[config.mk]
export PLATFORM = sky130hd
export DESIGN_NAME = vga_avn_mux_n
export DESIGN_NICKNAME = d
export VERILOG_FILES = /design/src/rtl/vga_avn_pkg.sv /design/src/rtl/vga_avn_tag_fifo.sv /design/src/rtl/vga_avn_mux_n.sv
export SDC_FILE = /design/constraint.sdc
export NUM_CORES = 1
export LEC_CHECK = 0
export CAP_MARGIN = 30
export CORE_ASPECT_RATIO = 1.5
export CORE_MARGIN = 1
export CORE_UTILIZATION = 42
export DETAILED_ROUTE_END_ITERATION = 8
export HOLD_SLACK_MARGIN = 0.1
export PLACE_DENSITY = 0.84
export SLEW_MARGIN = 20
export SYNTH_ARGS = -nofsm -noshare
export SYNTH_HDL_FRONTEND = slang
export SYNTH_SLANG_ARGS = --single-unit
export TNS_END_PERCENT = 10
[constraint.sdc]
create_clock -name sys_clk -period 7.1 [get_ports sys_clk]
set_input_delay 1.42 -clock sys_clk [delete_from_list [all_inputs] [get_ports sys_clk]]
set_output_delay 1.42 -clock sys_clk [all_outputs]
set_load 0.005 [all_outputs]
[src/rtl/vga_avn_pkg.sv]
// Shared arbitration constants and the rotating priority pick used by the
// N-port vram multiplexer.
package vga_avn_pkg;

    typedef enum int unsigned {
        ARB_FIXED = 0,
        ARB_RR    = 1
    } arb_mode_e;

    localparam int unsigned MAX_PORT = 8;

    typedef struct packed {
        logic       found;
        logic [2:0] idx;
    } pick_t;

    // First set request at or after ptr, wrapping modulo nport. Walking the
    // offsets from ptr is the rotate / priority-encode / unrotate in one pass.
    function automatic pick_t pkg_rr_pick(input logic [MAX_PORT-1:0] req,
                                          input logic [2:0]          ptr,
                                          input int unsigned         nport);
        pick_t       p;
        int unsigned idx;
        p = '0;
        for (int unsigned i = 0; i < MAX_PORT; i++) begin
            idx = int'(ptr) + i;
            if (idx >= nport) idx = idx - nport;
            if (i < nport && !p.found && req[idx[2:0]]) begin
                p.found = 1'b1;
                p.idx   = idx[2:0];
            end
        end
        return p;
    endfunction

endpackage

[src/rtl/vga_avn_tag_fifo.sv]
// In-order return tag FIFO: records which port issued each accepted read so
// the matching readdatavalid can be steered back to it.
module vga_avn_tag_fifo
    import vga_avn_pkg::*;
#(
    parameter int W     = 2,
    parameter int DEPTH = 16
) (
    input  logic                       clk,
    input  logic                       rst_n,
    input  logic                       push,
    input  logic [W-1:0]               din,
    input  logic                       pop,
    output logic [W-1:0]               dout,
    output logic                       full,
    output logic                       empty,
    output logic [$clog2(DEPTH):0]     count
);

    localparam int AW = $clog2(DEPTH);

    logic [W-1:0]  mem [DEPTH];
    logic [AW-1:0] wr_ptr;
    logic [AW-1:0] rd_ptr;
    logic [AW:0]   cnt;
    logic          do_push;
    logic          do_pop;

    assign do_push = push & ~full;
    assign do_pop  = pop & ~empty;
    assign full    = (cnt == (AW+1)'(DEPTH));
    assign empty   = (cnt == '0);
    assign count   = cnt;
    assign dout    = mem[rd_ptr];

    // Tag storage; contents need no reset since empty gates every read.
    always_ff @(posedge clk) begin
        if (do_push) mem[wr_ptr] <= din;
    end

    // Pointer and occupancy tracking; push+pop together leaves cnt unchanged.
    always_ff @(posedge clk or negedge rst_n) begin
        if (!rst_n) begin
            wr_ptr <= '0;
            rd_ptr <= '0;
            cnt    <= '0;
        end else begin
            if (do_push) wr_ptr <= wr_ptr + 1'b1;
            if (do_pop)  rd_ptr <= rd_ptr + 1'b1;
            case ({do_push, do_pop})
                2'b10:   cnt <= cnt + 1'b1;
                2'b01:   cnt <= cnt - 1'b1;
                default: cnt <= cnt;
            endcase
        end
    end

endmodule

[src/rtl/vga_avn_mux_n.sv]
// N-port Avalon-MM arbiter/multiplexer sharing one vram port. Command and
// read-data paths are combinational; only arbitration state is registered.
module vga_avn_mux_n
    import vga_avn_pkg::*;
#(
    parameter int NPORT        = 4,
    parameter int AVN_AW       = 18,
    parameter int AVN_DW       = 16,
    parameter int PENDING_READ = 16,
    parameter int ARB_MODE     = 1
) (
    input  logic                            sys_clk,
    input  logic                            sys_rst_n,
    input  logic [NPORT-1:0]                port_avn_read,
    input  logic [NPORT-1:0]                port_avn_write,
    input  logic [NPORT*AVN_AW-1:0]         port_avn_address,
    input  logic [NPORT*AVN_DW-1:0]         port_avn_writedata,
    input  logic [NPORT*(AVN_DW/8)-1:0]     port_avn_byteenable,
    output logic [AVN_DW-1:0]               port_avn_readdata,
    output logic [NPORT-1:0]                port_avn_readdatavalid,
    output logic [NPORT-1:0]                port_avn_waitrequest,
    output logic                            out_avn_read,
    output logic                            out_avn_write,
    output logic [AVN_AW-1:0]               out_avn_address,
    output logic [AVN_DW-1:0]               out_avn_writedata,
    output logic [AVN_DW/8-1:0]             out_avn_byteenable,
    input  logic [AVN_DW-1:0]               out_avn_readdata,
    input  logic                            out_avn_readdatavalid,
    input  logic                            out_avn_waitrequest,
    output logic [$clog2(PENDING_READ):0]   pending_cnt,
    output logic                            err_rdv
);

    localparam int TW = $clog2(NPORT);
    localparam int BW = AVN_DW / 8;

    logic [NPORT-1:0]    elig;
    logic [MAX_PORT-1:0] elig_ext;
    logic [2:0]          ptr_ext;
    pick_t               pick;
    logic                lock_vld;
    logic [TW-1:0]       lock_idx;
    logic [TW-1:0]       rr_ptr;
    logic                gnt_vld;
    logic [TW-1:0]       gnt_idx;
    logic                sel_rd;
    logic                sel_wr;
    logic                accept;
    logic                push;
    logic                pop;
    logic                fifo_full;
    logic                fifo_empty;
    logic [TW-1:0]       fifo_head;

    // Eligibility and grant selection; a held lock overrides arbitration.
    always_comb begin
        elig     = '0;
        elig_ext = '0;
        for (int unsigned i = 0; i < NPORT; i++) begin
            elig[i] = port_avn_write[i] | (port_avn_read[i] & ~fifo_full);
        end
        elig_ext[NPORT-1:0] = elig;
        ptr_ext  = (ARB_MODE == int'(ARB_RR)) ? 3'(rr_ptr) : '0;
        pick     = pkg_rr_pick(elig_ext, ptr_ext, NPORT);
        if (lock_vld) begin
            gnt_vld = 1'b1;
            gnt_idx = lock_idx;
        end else begin
            gnt_vld = pick.found;
            gnt_idx = TW'(pick.idx);
        end
    end

    // Downstream command mux. Write wins over read on the same port; a locked
    // read is held off while the tag FIFO is full so no tag is ever dropped.
    always_comb begin
        sel_wr             = port_avn_write[gnt_idx];
        sel_rd             = port_avn_read[gnt_idx] & ~port_avn_write[gnt_idx] & ~fifo_full;
        out_avn_write      = sys_rst_n & gnt_vld & sel_wr;
        out_avn_read       = sys_rst_n & gnt_vld & sel_rd;
        out_avn_address    = port_avn_address[int'(gnt_idx)*AVN_AW +: AVN_AW];
        out_avn_writedata  = port_avn_writedata[int'(gnt_idx)*AVN_DW +: AVN_DW];
        out_avn_byteenable = port_avn_byteenable[int'(gnt_idx)*BW +: BW];
        accept             = (out_avn_read | out_avn_write) & ~out_avn_waitrequest;
        push               = accept & out_avn_read;
        pop                = out_avn_readdatavalid & ~fifo_empty;
    end

    // Per-port stall and return steering; data is broadcast.
    always_comb begin
        port_avn_waitrequest   = '1;
        port_avn_readdatavalid = '0;
        if (out_avn_read | out_avn_write) port_avn_waitrequest[gnt_idx] = out_avn_waitrequest;
        if (pop) port_avn_readdatavalid[fifo_head] = 1'b1;
        port_avn_readdata = out_avn_readdata;
    end

    // Lock across waitrequest, round-robin pointer and sticky return error.
    always_ff @(posedge sys_clk or negedge sys_rst_n) begin
        if (!sys_rst_n) begin
            lock_vld <= 1'b0;
            lock_idx <= '0;
            rr_ptr   <= '0;
            err_rdv  <= 1'b0;
        end else begin
            if (accept) begin
                lock_vld <= 1'b0;
            end else if (out_avn_read | out_avn_write) begin
                lock_vld <= 1'b1;
                lock_idx <= gnt_idx;
            end
            if (accept && ARB_MODE == int'(ARB_RR)) begin
                rr_ptr <= (gnt_idx == TW'(NPORT-1)) ? '0 : gnt_idx + 1'b1;
            end
            if (out_avn_readdatavalid && fifo_empty) err_rdv <= 1'b1;
        end
    end

    vga_avn_tag_fifo #(
        .W     (TW),
        .DEPTH (PENDING_READ)
    ) u_tag_fifo (
        .clk   (sys_clk),
        .rst_n (sys_rst_n),
        .push  (push),
        .din   (gnt_idx),
        .pop   (pop),
        .dout  (fifo_head),
        .full  (fifo_full),
        .empty (fifo_empty),
        .count (pending_cnt)
    );

endmodule
Yosys cells after proc, flatten, opt, wreduce, memory -nomap -nowiden --
Memory sizes are Yosys's and may differ from the RTL's. Cells that the tools add are included.
Cells by class: $add $sub $neg 12, multiply operators 1, magnitude comparators 12, equality and inequality tests 4, shifts and indexed selects 3, muxes and demuxes 34, bitwise gates (word level) 26, reduce and logical (&&, ||, !) cells 13
Operator list (count):
- variable part select 72 x 8 -> 18 bit | 1
- variable part select 64 x 7 -> 16 bit | 1
- 2-to-1 mux 4 bit | 6
- less-than comparator 3 x 4 -> 1 bit (second input constant) | 4
- AND 1 bit | 14
- 2-to-1 mux 1 bit | 13
- binary-select mux 1 bit (select 3 bit) | 4
- 2-to-1 mux 3 bit | 4
- case mux 5 bit (2 select lines) | 1
- >= comparator 3 bit (second input constant) | 3
- subtractor 3 bit (second input constant) | 3
- adder 4 x 1 -> 4 bit (second input constant) | 2
- variable part select 8 x 4 -> 2 bit | 1
- adder 2 x 2 -> 3 bit (second input constant) | 2
- logical AND 1 bit | 6
- less-than comparator 2 x 3 -> 1 bit (second input constant) | 2
- multiplier 2 x 4 -> 6 bit (second input constant) | 1
- adder 5 x 1 -> 5 bit (second input constant) | 1
- == test 5 bit (second input constant) | 1
- zero test 5 bit | 1
- inverter 1 bit | 5
- OR 1 bit | 5
- subtractor 5 x 1 -> 5 bit (second input constant) | 1
- binary-select mux 1 bit (select 2 bit) | 2
- 14 further kinds | 21
Storage, ports and cells: flip-flop bits (word level) 19, RAM bits 32, input port bits 172, output and inout bits 68, logic and storage cells 113, memories 1
Memories:
- u_tag_fifo.mem | words 16, width 2, read ports 1, clocked after Yosys merged registers in 0, wr ports 1, RTL line vga_avn_tag_fifo.sv:22 | logic [W-1:0] mem [DEPTH];

Logic depth before layout (Yosys ltp) --
depth after elaboration 29, gate-level depth with buffers 22, gate-level depth less buffers 19

Cells and area by module --
A second synthesis with hierarchy kept.
Second synthesis, totals: cells, all modules 489, area total of the unflattened synthesis 4057.6 um^2
By module, submodules not included:
- vga_avn_tag_fifo | times used 1, cells an instance 155, area an instance 2108.3 um^2, seq. area each 1286.2 um^2
- vga_avn_mux_n | times used 1, cells an instance 334, area an instance 1949.4 um^2, seq. area each 150.1 um^2

Worst setup path after synthesis --
Ideal clock, no wire load.
kind input to output, start in port_avn_write[0], end out port_avn_waitrequest[2], arrival 3.594 ns, required time 5.680 ns, path slack 2.086 ns, cell stages on the path 10, buffers on the path 3, cells stage by stage nor2b_1 a21oi_2 a221o_1 or2_1 buf_2 o21ai_4 buf_2 buf_1 ha_1 nand2_1
Between the ends: word-level cells in the longest chain between the ends 22, elaborated cells on any way between the ends 40, those cells by class 2 x order compare; 21 x mux; 10 x bitwise; 7 x reduce/logical
RTL lines:
- start: declaration | RTL line vga_avn_mux_n.sv:15 | input logic [NPORT-1:0] port_avn_write,
- OR 1 bit * | RTL line vga_avn_mux_n.sv:60 | elig[i] = port_avn_write[i] | (port_avn_read[i] & ~fifo_full);
- binary-select mux 1 bit (select 3 bit) | RTL line vga_avn_pkg.sv:28 | if (i < nport && !p.found && req[idx[2:0]]) begin
- 2-to-1 mux 1 bit (implied by the code) | RTL line vga_avn_pkg.sv:28
- 2-to-1 mux 4 bit | RTL line vga_avn_pkg.sv:28
- zero test 1 bit | RTL line vga_avn_pkg.sv:28
- logical AND 1 bit | RTL line vga_avn_pkg.sv:28
- 2-to-1 mux 4 bit | RTL line vga_avn_pkg.sv:28
- zero test 1 bit | RTL line vga_avn_pkg.sv:28
- (+6 left out)
- named net gnt_idx[1] | RTL line vga_avn_mux_n.sv:45 | logic [TW-1:0] gnt_idx;
- binary-select mux 1 bit (select 2 bit) | RTL line vga_avn_mux_n.sv:77, vga_avn_mux_n.sv:78
- 2-to-1 mux 1 bit (implied by the code) | RTL line vga_avn_mux_n.sv:77, vga_avn_mux_n.sv:78
- inverter 1 bit | RTL line vga_avn_mux_n.sv:78 | sel_rd = port_avn_read[gnt_idx] & ~port_avn_write[gnt_idx] & ~fifo_full;
- AND 1 bit (2 in a row) | RTL line vga_avn_mux_n.sv:78
- AND 1 bit | RTL line vga_avn_mux_n.sv:80 | out_avn_read = sys_rst_n & gnt_vld & sel_rd;
- OR 1 bit | RTL line vga_avn_mux_n.sv:93 | if (out_avn_read | out_avn_write) port_avn_waitrequest[gnt_idx] = out_avn_waitrequest;
- 2-to-1 mux 4 bit * | RTL line vga_avn_mux_n.sv:93
- end: declaration | RTL line vga_avn_mux_n.sv:21 | output logic [NPORT-1:0] port_avn_waitrequest,
The timed path passes the listed nets; every way through them passes the cells marked *. The select of a mux whose other input is x is not followed.

Worst setup path in the final report --
start in port_avn_write[1], end out port_avn_waitrequest[3]
Between the ends: word-level cells in the longest chain between the ends 22, elaborated cells on any way between the ends 40, those cells by class 2 x order compare; 21 x mux; 10 x bitwise; 7 x reduce/logical
RTL lines:
- OR 1 bit | RTL line vga_avn_mux_n.sv:60
- binary-select mux 1 bit (select 3 bit) | RTL line vga_avn_pkg.sv:28
- 2-to-1 mux 1 bit (implied by the code) | RTL line vga_avn_pkg.sv:28
- 2-to-1 mux 4 bit | RTL line vga_avn_pkg.sv:28
- zero test 1 bit | RTL line vga_avn_pkg.sv:28
- logical AND 1 bit | RTL line vga_avn_pkg.sv:28
- 2-to-1 mux 4 bit | RTL line vga_avn_pkg.sv:28
- zero test 1 bit | RTL line vga_avn_pkg.sv:28
- (+5 left out)
- 2-to-1 mux 2 bit | RTL line vga_avn_mux_n.sv:65 | if (lock_vld) begin
- binary-select mux 1 bit (select 2 bit) | RTL line vga_avn_mux_n.sv:77, vga_avn_mux_n.sv:78
- 2-to-1 mux 1 bit (implied by the code) | RTL line vga_avn_mux_n.sv:77, vga_avn_mux_n.sv:78
- inverter 1 bit | RTL line vga_avn_mux_n.sv:78
- AND 1 bit (2 in a row) | RTL line vga_avn_mux_n.sv:78
- AND 1 bit | RTL line vga_avn_mux_n.sv:80
- OR 1 bit | RTL line vga_avn_mux_n.sv:93
- 2-to-1 mux 4 bit * | RTL line vga_avn_mux_n.sv:93
Every way passes the cells marked *; elsewhere a longest branch is shown, timed or not. The select of a mux whose other input is x is not followed.

==> impl_metrics.csv <==
group,metric,value,unit
global_routing,grt_pass1_vias,4585,
layout,nNetsFinal,865,
worst_setup_path,r2r.worst_path.cells,21,
global_routing,grt_usage,27.6,%
layout,antenna_cells,0,
layout,drive_gt1_share,6.18,%
drt,dr.pass1.iters,5,
timing,fin_tns_setup,0,ns
global_routing,antenna_found_initial,0,
timing,rsz0062_at_grt,"no",
timing,timing.fmax,157,MHz
synth,ys_ff_latch,51,
power,switchingPower,1.27,mW
power,clkPwrFrac,8.1,%
synth,seq_area_frac_synth,34.3,%
power,internal_power,1.64,mW
layout,area_growth,51.8,%
synth,syn-num-nets,692,
worst_setup_path,cp_data_arrival_time,4.96,ns
clocking,cts-resized-gates,0,
synth,synth.avg_cell_area,8.27,µm²
flow_run,maxCapViolations,0,
global_routing,grt_max_degree,53,
power,max-vdd-ir-drop,0.418,mV
placement,place_congestion,0.984,
floorplanning,coreArea,0.00969,mm²
clocking,clockBufferDepth,2,
placement,numPlacedInstances,787,
floorplanning,dieHeight,124,µm
drt,via_per_inst,5.68,
synth,synth_mux_area_share,8.28,%
floorplanning,die_area,0.0104,mm²
clocking,clkTransAtPathRegs,0.06,ns
status,status,"completed",
timing,slew_headroom,48.5,%
placement,port_buffers,207,
drt,vias,4515,
clocking,clockRootBuffer,"clkbuf_16",
synth,synthSimpleGateAreaFrac,28.3,%
synth,synth_top_area_cell,"edfxtp_1",
floorplanning,die-width,83.5,µm
worst_setup_path,cp_data_required_time,5.68,ns
timing,period_needed,6.38,ns
timing,maxSlewViolCount,0,
clocking,cts_tree,"built",
placement,dpl.hpwl,11000,µm
drt,route.detailed.drc,0,
timing,timing.final.crit_share,89.9,%
synth,synth_area_leaders,"edfxtp_1, nand2_1, dfrtp_1, and3_1, a31oi_1",
worst_setup_path,cp-start-kind,"input pin",
synth,synth_edf_count,32,
global_routing,grt_pass1_wl,22900,µm
drt,initialDrtViolationCount,363,
floorplanning,num_io_pins,240,
drt,drt-total-wl,14100,µm
min_path,hold_class,"reg -> reg",
synth,synth_warnings,0,
worst_setup_path,cp-end-kind,"output port",
synth,synth_top_area_share,23.0,%
power,pwr-share-comb,73.4,%
layout,fin_util,65.5,%
clocking,cts_num_sinks,51,
synth,yosys_most_used_dff,"edfxtp_1",
synth,ys_types,57,
clocking,numCtsBuffers,5,
worst_setup_path,worstSetupPathType,"in -> out",
synth,yosys.area_share.xor_xnor,2.30,%
timing,finalHoldViolCount,0,
floorplanning,start_util,43.2,%
synth,syn_area,0.00418,mm²
power,p_seq_share,18.6,%
synth,synth-compound-area-share,14.7,%
timing,worst_pin_slew,0.765,ns
synth,synth-async-reset-ratio,37.3,%
global_routing,grt.overflow.total,0,
clocking,clock_latency,0.29,ns
drt,ant_nets,0,
layout,finish.instance_area,0.00635,mm²
drt,avgRoutedWirePerCell,17.7,µm
synth,synth_top_family_by_area,"simple AND/OR/NAND/NOR gates",
clocking,cts_hold_buf,0,
clocking,cts.htree.levels,2,
synth,synthAdderAreaFrac,4.37,%
timing,skew,0.00542,ns
power,sw_frac_of_total,43.6,%
placement,placed_area,0.00621,mm²
synth,synth_cells,506,
timing,finalSetupViolations,0,
floorplanning,rows,44,
clocking,postCtsSetupRepairBufs,0,
power,powerDensity,459,mW/mm²
layout,fin_cells,795,
worst_setup_path,worst-path-max-fanout,52,
power,p_leak,2.67,nW
min_path,hold_path_depth,1,
[cell type report]
type                       count  area, µm²
inverter                      17       63.8
clock buffer                   6        129
tap                          115        144
clock inverter                 2       16.3
sequential                    51       1440
fill                         774       3340
multi-input combinational    388       2420
timing repair buffer         216       2140
[power groups by stage]
stage               registers, mW  clock network, mW  logic [mW]
floorplan                   0.479                  0        1.21
global placement            0.540                  0        2.09
detailed placement          0.545                  0        2.13
CTS                         0.540              0.240        2.15
global route                0.554              0.251        2.35
finish                      0.541              0.235        2.14
[path summary, 6_finish.rpt]
kind / from / to / slack (ns)
setup / recovery: port_avn_write[1] / port_avn_waitrequest[3] / 0.72
hold / removal: err_rdv / err_rdv / 0.48
setup reg to reg: u_tag_fifo.count[1] / u_tag_fifo.count[4] / 2.33
hold reg to reg: err_rdv / err_rdv / 0.48
max in group asynchronous: sys_rst_n / err_rdv / 5.38
min in group asynchronous: sys_rst_n / u_tag_fifo.rd_ptr[1] / 1.48
[cell usage in the layout, fill, tap and decap left out, drive strengths merged, types with 2 or more instances in the layout]
| master | n |
|---|---|
| a21o | 3 |
| nor3b | 4 |
| nand2 | 161 |
| mux2 | 4 |
| dfrtp | 19 |
| o211a | 3 |
| nor2b | 6 |
| a41oi | 2 |
| inv | 18 |
| ha | 13 |
| o211ai | 5 |
| nor2 | 16 |
| a31oi | 38 |
| nor3 | 6 |
| nand3 | 3 |
| o21ai | 11 |
| and3 | 53 |
| clkdlybuf4s50 | 207 |
| o22ai | 2 |
| a21oi | 4 |
| buf | 9 |
| mux4 | 10 |
| edfxtp | 32 |
| a31o | 2 |
| xor2 | 2 |
| xnor2 | 9 |
| mux2i | 6 |
| clkbuf | 6 |
| a211oi | 4 |
| nand2b | 2 |
| and2 | 3 |
[critical path: stages]
cell and delay, ns:
clkdlybuf4s50_1 0.53, inv_1 0.12, a31oi_1 0.17, a221o_1 0.41
or2_1 0.31, o21ai_4 0.26, buf_4 0.47, a21boi_1 0.18
o221ai_2 0.27, o211a_4 0.28, nand2_1 0.08, clkdlybuf4s50_1 0.44
[stage by stage]
step / worst slack (ns) / power [mW] / hold slack [ns]
2_1_floorplan: 2.09 / 1.69 / 0.465
3_3_place_gp: 0.807 / 2.63 / 0.450
3_5_place_dp: 0.743 / 2.67 / 0.467
4_1_cts: 0.725 / 2.93 / 0.479
5_1_grt: 0.485 / 3.16 / 0.487
6_report: 0.718 / 2.91 / 0.479
[metal layers]
layer	global-route usage [%]	vias to the layer above	wire length [µm]
li1	-	2114	-
met1	31.4	2105	5250
met2	50.1	257	7310
met3	5.39	39	1070
met4	10.7	0	477
met5	0	-	0
[state kept, by name, summed over array words and instances, names as in the netlist]
| name | flops |
|---|---|
| u_tag_fifo.count | 5 |
| u_tag_fifo.wr_ptr | 4 |
| rr_ptr | 2 |
| u_tag_fifo.rd_ptr | 4 |
| u_tag_fifo.mem | 32 |
| err_rdv | 1 |
| lock_vld | 1 |
| lock_idx | 2 |
[Yosys cell counts (6+ instances only)]
cell type,number
nand2_1,161
and3_1,53
a31oi_1,38
edfxtp_1,32
clkbuf_1,25
dfrtp_1,19
buf_4,18
nor2_1,16
inv_1,15
ha_1,13
mux4_2,10
o21ai_0,10
xnor2_1,9
nor2b_1,6
nor3_1,6
[cell families (layout without fill, tap and decap cells)]
logic type	Yosys count	after routing
XOR/XNOR	11	11
adder cells (fa/ha/maj)	14	14
flip-flops	51	51
buffers and inverters	67	241
AND/OR/NAND/NOR	259	259
multiplexers	20	20
AO/OA/AOI/OAI	84	84
Power figures use the tool's default switching activity.
==> variant: new RTL, same flow settings <==
`AVN_DW`: 16 -> 12.
--- a/src/rtl/vga_avn_mux_n.sv
+++ b/src/rtl/vga_avn_mux_n.sv
@@ -5,7 +5,7 @@
 #(
     parameter int NPORT        = 4,
     parameter int AVN_AW       = 18,
-    parameter int AVN_DW       = 16,
+    parameter int AVN_DW       = 12,
     parameter int PENDING_READ = 16,
     parameter int ARB_MODE     = 1
 ) (
Ports: changed (6 resized); port bits go from 240 to 207. No check against the original RTL was run, so the function may have changed too.
==> variant against the unedited design <==
Die area is 8.5% lower. Final area fell by 8.7%. Sequential cell count did not move. Power down 15%. Global-route usage fell by 1.9 points. First-iteration DRC count is 37% lower. Critical path depth unchanged. Wire length fell by 16%. Worst setup slack worse by 0.0077 ns. Area after synthesis is 8.7% lower. Cell count is 11% lower. Synthesized cell count shrank 13%. Non-clock buffer count is 26 lower. Clock skew is 0.0021 ns higher. Largest cell class unchanged.
==> variant: results (changes against the unedited design) <==
- Status: complete, no violations (unchanged).
- The count of input and output buffers was 182 (was 207).
- Mean number of vias per cell: 5.62 (was 5.68)
- Placed instance area: 5650 sq um (was 6210 sq um)
* Synthesized netlist cell count: 441 (was 506)
- The share of synthesized area spent on multiplexers came to 8.45% (was 8.28%).
- Post-detail-place hpwl: 9380 microns (was 11,000 microns)
- Die footprint: 9490 sq um (was 10,400 sq um)
- Placed Cells incl. Taps: 702 (was 787)
- Fraction of area in registers: 24.8% (was 22.6%)
* Most instantiated cells after synthesis: sky130_fd_sc_hd__nand2_1 (141), sky130_fd_sc_hd__and3_1 (47), sky130_fd_sc_hd__a31oi_1 (34), sky130_fd_sc_hd__edfxtp_1 (32), sky130_fd_sc_hd__dfrtp_1 (19) (was sky130_fd_sc_hd__nand2_1 (161), sky130_fd_sc_hd__and3_1 (53), sky130_fd_sc_hd__a31oi_1 (38), sky130_fd_sc_hd__edfxtp_1 (32), sky130_fd_sc_hd__clkbuf_1 (25))
* Pin count of the biggest net entering global routing: 46 (was 53)
* Area used by multi-input combinational logic: 2130 sq um (was 2420 sq um)
- Static power due to leakage: 2.40 nW (was 2.67 nW)
* Final-layout clock buffer total: 5 (was 6)
- Number of nets in the layout: 761 (was 865)
- Total global routing track utilization: 25.7% (was 27.6%)
- Post-Synthesis Net Count: 603 (was 692)
- Global-route wire length before repair: 19,000 microns (was 22,900 microns)
- The layout inverter count without the clock tree came to 15 (was 17).
- Part of the cycle the worst path needs: 90.0% (was 89.9%)
- Routed length on met3: 949 microns (was 1070 microns)
* Fraction of area in clock buffers and inverters: 2.65% (was 2.29%)
- The met3 routing resource usage after global routing is 5.06% (was 5.39%).
- The top fanout value on the critical path was 27 (was 52).
- Multi-input gate count: 336 (was 388)
- The routability congestion estimate came to 0.956 (was 0.984).
- Minimum setup slack after placement: 0.731 ns (was 0.743 ns)
* Switching fraction of total power: 42.2% (was 43.6%)
- The routed length per instance came to 16.7 microns (was 17.7 microns).
* Arrival time of the worst setup path: 4.97 ns (was 4.96 ns)
- GR met2 Demand/Resource: 47.0% (was 50.1%)
* Via count of the first global-routing pass: 4,077 (was 4,585)
- The transition at the pin with the smallest max-transition slack was 0.714 ns (was 0.765 ns).
* Routing usage on met1: 28.5% (was 31.4%)
- The fraction of the yosys area taken by sequential cells is 37.6% (was 34.3%).
- Non-clock buffer total of the final layout: 190 (was 216)
- Data buffer area share: 32.4% (was 33.7%)
- The critical path's largest stage delay came to 0.55 ns (was 0.53 ns).
- Fill cells: 737 (was 774)
- Routed metal-1 wire length: 4240 microns (was 5250 microns)
- XOR/XNOR share of the synthesized area: 2.52% (was 2.30%)
* Total setup buffers inserted after CTS: 0 (unchanged)
- Fraction of the mapped netlist area in adder cells: 4.78% (was 4.37%)
[variant: cell count changes after synthesis, moves of 5 or more]
| cell | change |
|---|---|
| sky130_fd_sc_hd__nand2_1 | -20 |
| sky130_fd_sc_hd__buf_4 | -6 |
| sky130_fd_sc_hd__clkbuf_1 | -7 |
| sky130_fd_sc_hd__nor3_1 | -5 |
| sky130_fd_sc_hd__o21ai_0 | -5 |
| sky130_fd_sc_hd__and3_1 | -6 |
| sky130_fd_sc_hd__mux2_2 | +5 |
[variant: worst paths after layout]
kind                                startpoint                 endpoint  slack, ns  cells after the start
setup / recovery             port_avn_write[2]  port_avn_waitrequest[1]       0.71                     12
hold / removal                         err_rdv                  err_rdv       0.50                      1
hold reg to reg                        err_rdv                  err_rdv       0.50                      1
min in group asynchronous            sys_rst_n      u_tag_fifo.count[2]       1.48                      2
setup reg to reg           u_tag_fifo.count[1]      u_tag_fifo.count[4]       2.28                     19
max in group asynchronous            sys_rst_n              lock_idx[0]       5.39                      2
[variant: power groups by stage]
| stage | registers [W] | logic, W | clock network, W |
|---|---|---|---|
| after floorplan | 0.000484 | 0.000971 | 0 |
| after global placement | 0.000523 | 0.00167 | 0 |
| after detailed placement | 0.000528 | 0.00171 | 0 |
| after CTS | 0.000524 | 0.00172 | 0.000249 |
| after global routing | 0.000535 | 0.00187 | 0.000261 |
| final | 0.000525 | 0.00171 | 0.000246 |
[variant: cells by family (layout without fill, tap and decap cells)]
| group | after synthesis | count (layout) |
|---|---|---|
| buffers and inverters | 54 | 213 |
| muxes | 19 | 19 |
| AOI/OAI and AO/OA | 72 | 72 |
| adders and majority gates | 14 | 14 |
| xor gates and xnor gates | 11 | 11 |
| and+or+nand+nor | 220 | 220 |
| DFF | 51 | 51 |
